File: src/rtl/integrator_mc.sv
// integrator_mc: sample-driven recursive integrator with programmable 3-tap
// coefficients and selectable feedback distance (y[n-1] or y[n-2]).
// Result is clipped to the output range and a sticky flag records any clip.
module integrator_mc #(
    parameter int DATA_W    = 22,
    parameter int IN_FRAC   = 10,
    parameter int COEF_W    = 11,
    parameter int COEF_FRAC = 10,
    parameter int ACC_W     = 34
) (
    input  logic                     clk,
    input  logic                     reset,
    input  logic                     clear,
    input  logic                     in_valid,
    input  logic signed [DATA_W-1:0] in_data,
    input  logic        [COEF_W-1:0] c0,
    input  logic        [COEF_W-1:0] c1,
    input  logic        [COEF_W-1:0] c2,
    input  logic                     fb_sel,
    output logic                     out_valid,
    output logic signed [DATA_W-1:0] out_data,
    output logic                     sat
);

    // Products carry IN_FRAC+COEF_FRAC fraction bits; the feedback term is
    // already in output format, so the alignment shift is normally zero.
    localparam int OUT_FRAC  = IN_FRAC + COEF_FRAC;
    localparam int PROD_FRAC = IN_FRAC + COEF_FRAC;
    localparam int ALIGN     = PROD_FRAC - OUT_FRAC;

    // Sum width never drops below what three full-scale products plus the
    // feedback term need, so the adder tree cannot wrap before clipping.
    localparam int MIN_W = DATA_W + COEF_W + 3;
    localparam int SUM_W = (ACC_W > MIN_W) ? ACC_W : MIN_W;

    localparam logic signed [SUM_W-1:0] SUM_MAX =
        {{(SUM_W-DATA_W+1){1'b0}}, {(DATA_W-1){1'b1}}};
    localparam logic signed [SUM_W-1:0] SUM_MIN =
        {{(SUM_W-DATA_W+1){1'b1}}, {(DATA_W-1){1'b0}}};
    localparam logic signed [DATA_W-1:0] OUT_MAX = {1'b0, {(DATA_W-1){1'b1}}};
    localparam logic signed [DATA_W-1:0] OUT_MIN = {1'b1, {(DATA_W-1){1'b0}}};

    logic signed [DATA_W-1:0] x1, x2, y1, y2;

    logic signed [SUM_W-1:0] x0_e, x1_e, x2_e;
    logic signed [SUM_W-1:0] c0_e, c1_e, c2_e;
    logic signed [SUM_W-1:0] fb_e, y_sum;
    logic signed [DATA_W-1:0] y_sat;
    logic                     y_clip;

    // Recursion sum at full precision followed by clipping to the output range.
    always_comb begin
        x0_e   = SUM_W'(in_data);
        x1_e   = SUM_W'(x1);
        x2_e   = SUM_W'(x2);
        // Coefficients are unsigned: zero-extend before the signed multiply.
        c0_e   = SUM_W'({1'b0, c0});
        c1_e   = SUM_W'({1'b0, c1});
        c2_e   = SUM_W'({1'b0, c2});
        fb_e   = SUM_W'(fb_sel ? y2 : y1) <<< ALIGN;
        y_sum  = x0_e * c0_e + x1_e * c1_e + x2_e * c2_e + fb_e;
        y_sat  = y_sum[DATA_W-1:0];
        y_clip = 1'b0;
        if (y_sum > SUM_MAX) begin
            y_sat  = OUT_MAX;
            y_clip = 1'b1;
        end else if (y_sum < SUM_MIN) begin
            y_sat  = OUT_MIN;
            y_clip = 1'b1;
        end
    end

    // History, output and sticky flag; reset beats clear beats a new sample.
    always_ff @(posedge clk) begin
        if (reset || clear) begin
            x1        <= '0;
            x2        <= '0;
            y1        <= '0;
            y2        <= '0;
            out_data  <= '0;
            out_valid <= 1'b0;
            sat       <= 1'b0;
        end else begin
            out_valid <= in_valid;
            if (in_valid) begin
                x1       <= in_data;
                x2       <= x1;
                y1       <= y_sat;
                y2       <= y1;
                out_data <= y_sat;
                if (y_clip)
                    sat <= 1'b1;
            end
        end
    end

endmodule

File: config.mk
export PLATFORM = sky130hd
export DESIGN_NAME = integrator_mc
export DESIGN_NICKNAME = d
export VERILOG_FILES = /design/src/rtl/integrator_mc.sv
export SDC_FILE = /design/constraint.sdc
export NUM_CORES = 2
export LEC_CHECK = 0
export CORE_UTILIZATION = 60
export CTS_CLUSTER_DIAMETER = 40
export DETAILED_ROUTE_END_ITERATION = 12
export PLACE_DENSITY_LB_ADDON = 0.25
export SYNTH_ARGS = -nofsm -noshare
export SYNTH_HDL_FRONTEND = slang
export SYNTH_SLANG_ARGS = --single-unit
File: constraint.sdc
create_clock -name clk -period 11.3 [get_ports clk]
set_input_delay 1.13 -clock clk [delete_from_list [all_inputs] [get_ports clk]]
set_output_delay 1.13 -clock clk [all_outputs]
set_load 0.02 [all_outputs]
-- Word-level counts from Yosys, hierarchy flattened
Cells that the tools add are included.
W data, S select, Z words.
- add/sub/neg operators: 3
- $mul: 3
- div/mod/pow operators: 0
- magnitude comparators: 2
- equality and inequality tests: 0
- shifts and indexed selects: 0
- muxes and demuxes: 5
- bitwise operators: 0
- reduce and logical (&&, ||, !) cells: 2
- operators with widths (cell ; count):
    $mul A22 B12 Y34 ; 3
    $mux W22 ; 2
    $add A35 B34 Y36 ; 1
    $add A36 B36 Y36 ; 1
    $gt A36 B22 Y1 const B ; 1
    $lt A36 B22 Y1 const B ; 1
    $mux W36 ; 1
    $add A34 B34 Y35 ; 1
    $mux W1 ; 2
    $reduce_and A2 Y1 ; 1
    $logic_or A1 B1 Y1 ; 1
- register bits after elaboration: 90
- latch bits: 0
- bits in writable memories: 0
- ROM bits: 0
- bits of input ports: 60
- output and inout port bits: 24
- logic and storage cells: 21
- memories: 0

-- Logic depth before layout (Yosys ltp)
- depth after elaboration: 8
- mapped depth: 31
- depth with buffers taken out: 29

-- Least setup slack after synthesis
No wires, ideal clock.
- kind: input to register
- start: input c0[0]
- end: register sat
- library setup time: 0.120 ns
- data arrival time: 8.398 ns
- data required time: 11.180 ns
- setup slack: 2.782 ns
- stages on the path: 29
- path buffers: 2
- cell sequence: clkbuf_1 nand2_1 inv_1 fa_1 inv_1 fa_1 inv_1 fa_1 inv_1 fa_1 fa_1 inv_1 fa_1 fa_1 inv_1 fa_1 inv_1 ha_1 clkbuf_2 nand4_1 or2_2 o22ai_1 or3_1 o21ai_0 a221oi_1 nand4_1 o41ai_4 inv_1 o31a_1
- word-level cells in the longest chain between the ends: 8
- ends and longest elaborated chain (item ; line ; source):
    start, declared ; 16 ; input logic [COEF_W-1:0] c0,
    $mul A22 B12 Y34 (*) ; 61 ; y_sum = x0_e * c0_e + x1_e * c1_e + x2_e * c2_e + fb_e;
    $add A34 B34 Y35 (*) ; 61 ;
    $add A35 B34 Y36 (*) ; 61 ;
    $add A36 B36 Y36 (*) ; 61 ;
    $lt A36 B22 Y1 ; 67 ; end else if (y_sum < SUM_MIN) begin
    $mux W1 ; 67 ;
    $mux W1 (*) ; 64 ; if (y_sum > SUM_MAX) begin
    $reduce_and A2 Y1 (no line) (*) ; -- ;
    end signal, assigned ; 82 ; sat <= 1'b0;
    end signal, assigned ; 92 ; sat <= 1'b1;
    end, declared ; 22 ; output logic sat
Every way passes the cells marked *; elsewhere a longest branch is shown, timed or not.
A chain may end at the register's enable or synchronous reset.

-- Worst setup path in the final report
Same ends and word-level chain as after synthesis.

==> flow_summary.ini <==
[run_status]
status = completed

[clocking]
cts_buffers = 9
clk_pin_slew_ps = 80
h-tree-depth = 3
post_cts_buffers = 0
cts_tree = built
postCtsHoldBufs = 0
cts.sinks = 90
cts_buffer_depth = 2
cts_root_buf = clkbuf_16
cts_resized = 0
clock_latency_ps = 400

[floorplanning]
coreArea_sq_um = 51610
io_pins = 84
start_util_pct = 61.11
dieArea_sq_um = 53490
dieHeight_um = 231.3
die_w_um = 231.3
row_count = 83

[timing]
slew_violations = 0
slew_headroom_pct = 19.68
setup_violations = 0
min_period_ps = 10140
rsz0062_at_grt = false
fin_crit_sh_pct = 89.76
fmaxAchievable_ghz = 0.09859
hold_violations = 0
worst_pin_slew_ps = 1200
fin_skew_ps = 18.73
fin_setup_tns_ps = 0

[grt]
grt.met1_usage_pct = 36.96
overflow = 0
track_usage_pct = 31.56
grt_use_met2_pct = 55.67
grt_max_degree = 69
use_met3_pct = 3.445
antenna_found_initial = 2
grt_pass1_vias = 24650
grt_pass1_wl_mm = 128.2
grt-busiest-layer = met2

[yosys]
yosysSeqAreaShare_pct = 5.712
synthMostInstantiatedCell = inv_1
synthTopCellsByCount = 925 x inv_1, 811 x fa_1, 436 x and2_1
yosys-top-cells-area = fa_1 51%, inv_1 11%, and2_1 8.6%, ha_1 7.0%, dfxtp_1 5.7%
synthArstFlopShare_pct = 0
synthesis.area_sq_um = 31540
synthFlopType = dfxtp_1
yosysWarnings = 0
syn_nets = 4457
synth_area_leader_cell = fa_1
synth.avg_cell_area_sq_um = 9.252
syn_inst = 3409
synth-seq-cells = 90
yosysTopAreaCellShare_pct = 51.48
synth_cell_types = 65
synth_edf_count = 0

[place]
place.gp.congestion = 0.9166
port_buffers = 83
place_inst = 4007
place_hpwl_mm = 66.51
placement.cell_area_sq_um = 32580

[routing]
num_vias = 22050
routed_wirelength_mm = 77.97
dr.first_iter.drc_count = 1425
antenna_left = 0
first_pass_iters = 5
vias_per_cell = 5.478
wl_per_cell_um = 19.38
post-route-drc-count = 0

[finish]
fill_cells = 4299
utilization_pct = 63.72
finalNonFillerCells = 4024
syn_to_final_growth_pct = 4.280
drive_above_1_share_pct = 1.675
layout.nets = 4386
final_area_sq_um = 32890

[setup_path]
rrSetupSlack_ps = 2250
reg2reg_to = sat
cp_slowest_stage_delay_ps = 890
worstPathArrival_ps = 10430
reg2reg_from = x1[21]
cp-end-kind = flip-flop
reg2reg_depth = 25
critPathKind = in2reg
worstPathRequired_ps = 11590
worst-path-max-fanout = 22
cp-start-kind = primary input
worst_path_max_delay_cell = clkdlybuf4s50_1

[flow_run]
drv_cap = 0

[min_path]
min_to = y2[0]
min_from = y2[0]
hp-class = reg2reg
min_path_cells = 2
area by class of cell:
class	count	area [sq um]	share of cell area, %
clock buffer	9	225.2	0.6847
sequential	90	1802	5.478
antenna	1	2.502	0.007608
clock inverter	7	81.33	0.2473
inverter	925	3472	10.56
multi-input combinational	2222	25580	77.76
tap	680	850.8	2.587
timing repair buffer	90	880.8	2.678
worst max path at each step:
| stage | start | end | slack (ps) | cells past startpoint |
|---|---|---|---|---|
| final | c0[0] | sat | 1160 | 29 |
| after global routing | c0[0] | sat | 670 | 29 |
| after CTS | c1[1] | sat | 1210 | 26 |
| after detailed placement | c1[1] | sat | 810 | 26 |
| after global placement | c0[0] | sat | 1010 | 29 |
| after floorplan | c0[0] | sat | 2780 | 29 |
layout by cell type, fill, tap and decap left out, types with 53 or more instances in the layout:
| master | n |
|---|---|
| ha_1 | 177 |
| clkdlybuf4s50_1 | 82 |
| mux2i_1 | 76 |
| nor2_1 | 98 |
| and2_1 | 436 |
| dfxtp_1 | 90 |
| nand2_1 | 347 |
| inv_1 | 925 |
| fa_1 | 811 |
| a21oi_1 | 53 |
per-stage QoR:
step | setup WS, ps | hold WS (ps)
detailed placement | 811.1 | 480.4
finish | 1157 | 500.1
global placement | 1007 | 467.2
floorplan | 2782 | 454.4
CTS | 1214 | 497.8
global route | 674.2 | 528.0
sequential cells by signal, summed over array words and instances (netlist names):
register / cells
sat: 1
y2: 22
y1: 22
x2: 22
out_valid: 1
x1: 22
layer usage:
layer | wire [um] | part of all wire, %
met5 | 23 | 0.030
met2 | 40990 | 53
met4 | 5441 | 7.0
met1 | 28070 | 36
met3 | 3444 | 4.4
worst max-delay path: cells and delay by family:
family / cells / cell delay (ps)
and+or+nand+nor: 5 / 1430
adders and majority gates: 9 / 4690
AOI/OAI and AO/OA: 5 / 1420
buffers and inverters: 10 / 1720
logic make-up after synthesis:
group	count (synthesis)	synth area share (%)
buffers and inverters	1097	13.20
flip-flops	90	5.712
adder cells (fa/ha/maj)	988	58.50
AO/OA/AOI/OAI	172	3.610
AND/OR/NAND/NOR	937	15.11
XOR/XNOR	36	0.9997
multiplexers	89	2.876
Power is not shown: default switching activity piles up to over one toggle a cycle in this logic, so the estimate is an artifact.
